[src/rtl/if_fetch_if.sv]
// Instruction-memory bus between if_fetch and instruction memory.
// The bus carries one outstanding read at a time.
//   req    : fetch request from the fetch stage (combinational)
//   addr   : fetch address, word aligned
//   gnt    : memory accepted the request this cycle
//   rvalid : read data valid, at least one cycle after gnt
//   rdata  : instruction word
// master = fetch stage, slave = memory.
interface if_fetch_if;
  logic        req;
  logic [31:0] addr;
  logic        gnt;
  logic        rvalid;
  logic [31:0] rdata;

  modport master (
    output req,
    output addr,
    input  gnt,
    input  rvalid,
    input  rdata
  );

  modport slave (
    input  req,
    input  addr,
    output gnt,
    output rvalid,
    output rdata
  );
endinterface

[src/rtl/if_fetch.sv]
// Instruction fetch stage. Owns the PC and reads instruction memory with
// at most one request outstanding. Presents {pc, instruction} pairs to
// if_id and absorbs one response that lands while the pipeline is stalled.
//
// Ports:
//   i_Clk, i_reset    : clock, asynchronous active-high reset
//   i_jump_flag/addr  : redirect from ex, highest priority
//   i_stall           : downstream cannot accept, output holds
//   mem_bus           : instruction-memory bus (master side)
//   o_pc_addr         : PC of the presented instruction, 0 when invalid
//   o_inst_data       : instruction, NOP when invalid
//   o_inst_valid      : presented instruction is real
//
// state  | meaning
// S_REQ  | no request outstanding, issuing at pc
// S_WAIT | one request outstanding, result wanted
// S_KILL | one request outstanding, result discarded (jump happened)
module if_fetch #(
  parameter logic [31:0] RESET_PC = 32'h0000_0000
) (
  input  logic        i_Clk,
  input  logic        i_reset,
  input  logic        i_jump_flag,
  input  logic [31:0] i_jump_addr,
  input  logic        i_stall,
  if_fetch_if.master  mem_bus,
  output logic [31:0] o_pc_addr,
  output logic [31:0] o_inst_data,
  output logic        o_inst_valid
);

  localparam logic [1:0] S_REQ  = 2'd0;
  localparam logic [1:0] S_WAIT = 2'd1;
  localparam logic [1:0] S_KILL = 2'd2;

  localparam logic [31:0] NOP = 32'h0000_0013;

  logic [1:0]  state_q, state_d;
  logic [31:0] pc_q, pc_d;
  logic [31:0] req_pc_q, req_pc_d;
  logic        buf_valid_q, buf_valid_d;
  logic [31:0] buf_pc_q, buf_pc_d;
  logic [31:0] buf_data_q, buf_data_d;
  logic        out_valid_q, out_valid_d;
  logic [31:0] out_pc_q, out_pc_d;
  logic [31:0] out_data_q, out_data_d;

  logic mem_req;
  logic granted;
  logic deliver;

  // Jump targets are word aligned; the low bits are dropped.
  logic unused_jump_lsb;
  assign unused_jump_lsb = ^i_jump_addr[1:0];

  // No request while a word is parked in the buffer, so the buffer never
  // has to hold more than one response.
  assign mem_req = (state_q == S_REQ) && !buf_valid_q && !i_jump_flag;
  assign granted = mem_req && mem_bus.gnt;
  // A response in S_WAIT is only wanted if no jump arrives alongside it.
  assign deliver = (state_q == S_WAIT) && mem_bus.rvalid && !i_jump_flag;

  assign mem_bus.req  = mem_req;
  assign mem_bus.addr = pc_q;

  always_comb begin
    state_d     = state_q;
    pc_d        = pc_q;
    req_pc_d    = req_pc_q;
    buf_valid_d = buf_valid_q;
    buf_pc_d    = buf_pc_q;
    buf_data_d  = buf_data_q;
    out_valid_d = out_valid_q;
    out_pc_d    = out_pc_q;
    out_data_d  = out_data_q;

    case (state_q)
      S_REQ:   if (granted) state_d = S_WAIT;
      S_WAIT: begin
        if (mem_bus.rvalid)   state_d = S_REQ;
        else if (i_jump_flag) state_d = S_KILL;
      end
      S_KILL:  if (mem_bus.rvalid) state_d = S_REQ;
      default: state_d = S_REQ;
    endcase

    if (i_jump_flag) begin
      pc_d = {i_jump_addr[31:2], 2'b00};
    end else if (granted) begin
      pc_d     = pc_q + 32'd4;
      req_pc_d = pc_q;
    end

    if (i_jump_flag) begin
      out_valid_d = 1'b0;
      out_pc_d    = 32'd0;
      out_data_d  = NOP;
      buf_valid_d = 1'b0;
    end else if (!i_stall) begin
      if (buf_valid_q) begin
        out_valid_d = 1'b1;
        out_pc_d    = buf_pc_q;
        out_data_d  = buf_data_q;
        buf_valid_d = 1'b0;
      end else if (deliver) begin
        out_valid_d = 1'b1;
        out_pc_d    = req_pc_q;
        out_data_d  = mem_bus.rdata;
      end else begin
        out_valid_d = 1'b0;
        out_pc_d    = 32'd0;
        out_data_d  = NOP;
      end
    end else if (deliver) begin
      // Stalled: an empty output slot may still fill, otherwise park it.
      if (!out_valid_q) begin
        out_valid_d = 1'b1;
        out_pc_d    = req_pc_q;
        out_data_d  = mem_bus.rdata;
      end else begin
        buf_valid_d = 1'b1;
        buf_pc_d    = req_pc_q;
        buf_data_d  = mem_bus.rdata;
      end
    end
  end

  always_ff @(posedge i_Clk or posedge i_reset) begin
    if (i_reset) begin
      state_q     <= S_REQ;
      pc_q        <= RESET_PC;
      req_pc_q    <= 32'd0;
      buf_valid_q <= 1'b0;
      buf_pc_q    <= 32'd0;
      buf_data_q  <= NOP;
      out_valid_q <= 1'b0;
      out_pc_q    <= 32'd0;
      out_data_q  <= NOP;
    end else begin
      state_q     <= state_d;
      pc_q        <= pc_d;
      req_pc_q    <= req_pc_d;
      buf_valid_q <= buf_valid_d;
      buf_pc_q    <= buf_pc_d;
      buf_data_q  <= buf_data_d;
      out_valid_q <= out_valid_d;
      out_pc_q    <= out_pc_d;
      out_data_q  <= out_data_d;
    end
  end

  assign o_pc_addr    = out_pc_q;
  assign o_inst_data  = out_data_q;
  assign o_inst_valid = out_valid_q;

endmodule

[src/flat_wrapper.sv]
// flat-port wrapper written by rule: the top's interface ports become plain ports
module if_fetch_flat 
#(
  parameter logic [31:0] RESET_PC = 32'h0000_0000
)
  (i_Clk, i_reset, i_jump_flag, i_jump_addr, i_stall, o_pc_addr, o_inst_data, o_inst_valid, mem_bus_req, mem_bus_addr, mem_bus_gnt, mem_bus_rvalid, mem_bus_rdata);
  if_fetch_if mem_bus_i ();
  input  logic i_Clk;
  input  logic i_reset;
  input  logic i_jump_flag;
  input  logic [31:0] i_jump_addr;
  input  logic i_stall;
  output logic [31:0] o_pc_addr;
  output logic [31:0] o_inst_data;
  output logic o_inst_valid;
  output wire logic [$bits(mem_bus_i.req)-1:0] mem_bus_req;
  output wire logic [$bits(mem_bus_i.addr)-1:0] mem_bus_addr;
  input wire logic [$bits(mem_bus_i.gnt)-1:0] mem_bus_gnt;
  input wire logic [$bits(mem_bus_i.rvalid)-1:0] mem_bus_rvalid;
  input wire logic [$bits(mem_bus_i.rdata)-1:0] mem_bus_rdata;
  assign mem_bus_req = mem_bus_i.req;
  assign mem_bus_addr = mem_bus_i.addr;
  assign mem_bus_i.gnt = mem_bus_gnt;
  assign mem_bus_i.rvalid = mem_bus_rvalid;
  assign mem_bus_i.rdata = mem_bus_rdata;
  if_fetch #(.RESET_PC(RESET_PC)) u_core (.i_Clk(i_Clk), .i_reset(i_reset), .i_jump_flag(i_jump_flag), .i_jump_addr(i_jump_addr), .i_stall(i_stall), .mem_bus(mem_bus_i), .o_pc_addr(o_pc_addr), .o_inst_data(o_inst_data), .o_inst_valid(o_inst_valid));
endmodule
[config.mk]
export PLATFORM = sky130hd
export DESIGN_NAME = if_fetch_flat
export DESIGN_NICKNAME = d
export VERILOG_FILES = /design/src/rtl/if_fetch_if.sv /design/src/rtl/if_fetch.sv /design/src/flat_wrapper.sv
export SDC_FILE = /design/constraint.sdc
export NUM_CORES = 1
export LEC_CHECK = 0
export ABC_AREA = 1
export CORE_ASPECT_RATIO = 0.7
export CORE_MARGIN = 5
export CORE_UTILIZATION = 40
export CTS_BUF_LIST = sky130_fd_sc_hd__clkbuf_8
export DETAILED_ROUTE_END_ITERATION = 7
export PLACE_DENSITY = 0.72
export SLEW_MARGIN = 25
export SYNTH_ARGS = -nofsm -noshare
export SYNTH_HDL_FRONTEND = slang
export SYNTH_SLANG_ARGS = --single-unit
[constraint.sdc]
create_clock -name i_Clk -period 6.3 [get_ports i_Clk]
set_input_delay 0.945 -clock i_Clk [delete_from_list [all_inputs] [get_ports i_Clk]]
set_output_delay 0.945 -clock i_Clk [all_outputs]
set_load 0.02 [all_outputs]
==> results.md <==
- Yosys top cell by area: dfrtp_1
- Ys Warns: 0
- Hold depth: 2
- Max Root-Sink Buffers: 2
- Most frequent CP cell: nand2_1
- Core area: 22680 um2
- Largest net degree at the start of global routing: around 150
- Asr flop ratio synth: 100.0%
- Syn avg cell area: about 7.6 um2
- WS Path Type: primary input to register
- Setup violations, final: 0
- Area taken by multi-input logic gates: around 3600 um2
- Max-Cap Viols: 0
- Mapped Cells: 1210
- Ant diodes: 0
- Antenna-violating nets left: 0
- GPL Wtd Cong: between 0.9 and 1
- Startpoint types: primary input
- Final Routed Wirelength: about 25000 um
- Setup TNS: 0 ns
- Post-CTS sizing: 0
- # rows: 46
- Die Span Y: 137.2 um
- Leakage: 0.005681 uW
- Met2 WL: approximately 11000 um
- Cts hold-fix bufs: 0
- Drt first pass iters: 5
- CTS tree: built
- Synth-to-layout area growth: 22.31%
- Register area share after synthesis: 51.27%
- R2R cell count: 6
- CTS root buf: clkbuf_8
- Max incr delay on CP: around 0.8 ns
- Cell area after synthesis: 9239 um2
- Cell count after placement: approximately 1600
- # DRC: 0
- CP top delay family: buffers and inverters
- Top-count cell post-synth: nand2_1
- Num CTS Buffers: 17
- Power per Cell Area: roughly 270 nW/um2
- Clock transition at the registers of the reported paths: 0.10 ns
- Die area: about 26000 um2
- Crit-path cells: clkdlybuf4s50_1 -> buf_4 -> inv_1 -> nand2_1 -> clkinv_2 -> nand3_1 -> nand2_1
- VDD IR max: between 100 and 150 uV
- First-pass GRT wire length: approximately 40000 um
- Overall Global Routing Usage: 19.46%
- Vias per cell: 4.867
- Yosys reg bits: 189
- CP Max Fanout: 51
- Nets@finish: 1405
- CP Buf/Inv Count: 4
- Share of the synthesized area in the top cell type: between 40% and 50%
- Sequential cell area: around 4700 um2
- WL/cell: ~15 um
- Filler cell count: around 2200
- EDFF count, synth: 0
- Synth Flop Type: dfrtp_1
- Setup Buffers After CTS: 0
- I/O pin count: 168
- Clock skew: between 0.01 and 0.015 ns
- Met3 WL: roughly 1500 um
- Htree depth: 4
- Final worst path period need: approximately 3.5 ns
- Vias: ~8100
- Die Wd: 191.6 um
- Total grt overflow: 0
- Initial antenna violation count: 0
- Crit path capture type: register
- Worst path depth: 7
- Clock Latency Late Sink: 0.48 ns
- IO Port Bufs: 163
- Crit path arrival time: just under 4 ns
- Peak Freq: roughly 0.28 GHz
- Outcome: completed
- Distinct cell type count after synthesis: 30
- Area contributors post-synth: dfrtp_1 (50%), nand2_1 (15%), nand3_1 (6.8%)
- Vias in the first global route: ~7700
- DR iter-0 viols: 669
- Post-Route M1 WL: approximately 12000 um
- Synth top cells by count: nand2_1 (374), dfrtp_1 (183), inv_1 (131), nand3_1 (126), nor2_1 (121)
- Initial core utilization: 40.74%
- Worst Hold Class: register to register
- Period utilisation layout: about 56%
- Slew margin rel.: 38.44%
- Max-slew violations: 0
- Non-Filler Instances: about 1700
- Cell at the slowest stage of the critical path: clkinv_2
- Critical Path RT: 6.66 ns
- Post-DP HPWL: 17040 um
- Final hold vios: 0
- Worst-margin pin slew: roughly 0.9 ns
- Sink Count: around 190
- Share of post-route cells with drive strength above 1: just under 5%
- RSZ-0062 raised after global routing: no
- Max Used Layer: met4
routing by layer:
layer	vias to the layer above	GRT usage, %
li1	4041	-
met1	3796	29.38
met2	216	28.37
met3	22	4.615
met4	0	4.466
met5	-	0
worst min-delay path: stages, from the launching register on:
cell and delay [ns]:
dfrtp_1 0.36, nand2_1 0.05, nand2_1 0.05
worst paths after layout:
kind / from / endpoint / slack, ns
worst max-delay path: i_jump_flag / u_core.o_pc_addr[12]$_DFFE_PP0P_ / 2.77
max in group asynchronous: i_reset / u_core.req_pc_q[31]$_DFFE_PP0P_ / 4.14
worst min-delay path: u_core.o_inst_data[15]$_DFFE_PP0P_ / u_core.o_inst_data[15]$_DFFE_PP0P_ / 0.48
worst min register to register: u_core.o_inst_data[15]$_DFFE_PP0P_ / u_core.o_inst_data[15]$_DFFE_PP0P_ / 0.48
worst max register to register: u_core.buf_valid_q$_DFFE_PP0P_ / u_core.mem_bus.addr[6]$_DFFE_PP0P_ / 3.53
min in group asynchronous: i_reset / u_core.o_inst_data[12]$_DFFE_PP0P_ / 1.02
cell families after synthesis:
family / Yosys count / share of synthesized area [%]
other cells: 1 / 0.04059
xor+xnor: 1 / 0.09482
compound gates: 171 / 9.453
buf+inv: 202 / 9.967
simple gates: 645 / 29.04
fa+ha+maj: 1 / 0.1354
flops: 189 / 51.27
final cells by class:
cell class	instances	share of cell area [%]
sequential	189	41.92
inverter	137	4.673
timing repair buffer	169	14.84
clock buffer	18	2.192
multi-input combinational	820	31.80
tap	312	3.455
clock inverter	14	1.118
through the flow:
stage                     power, uW  setup slack (ns)  cell area, um2  util [%]  hold slack (ns)
after floorplan                1966            0.2228            9243         -           0.4457
after global placement         2245             2.267           10910     48.12           0.4600
after detailed placement       2268             2.257           10910     48.12           0.4661
after CTS                      3061             2.781           11290     49.77           0.4930
after global routing           3229             2.546           11300     49.83           0.5168
final                          3028             2.767           11300     49.83           0.4839
state kept, by name (all words and copies together), names as in the netlist:
register	flops
u_core.buf_pc_q	30
u_core.mem_bus.addr	30
u_core.req_pc_q	30
u_core.state_q	2
u_core.o_pc_addr	31
u_core.o_inst_data	32
u_core.o_inst_valid	1
u_core.buf_valid_q	1
u_core.buf_data_q	32
report_power, final:
part	switching (uW)	internal, uW
sequential	132	1410
combinational	412	287
clock	489	299
placed cells by master (no fill, tap or decap), drive strengths merged:
cell           count
buf                6
xor2               1
clkdlybuf4s50    163
dfrtp            183
o21ai            108
nor2             123
clkinv             8
nand4              3
a21oi             56
and2               1
nand3b             4
clkbuf            18
ha                 1
o211ai             6
o31ai              1
nand2            376
clkinvlp           1
inv              142
nand3            128
dfstp              6
conb               2
or2               10
(Power assumes the default switching activity.)
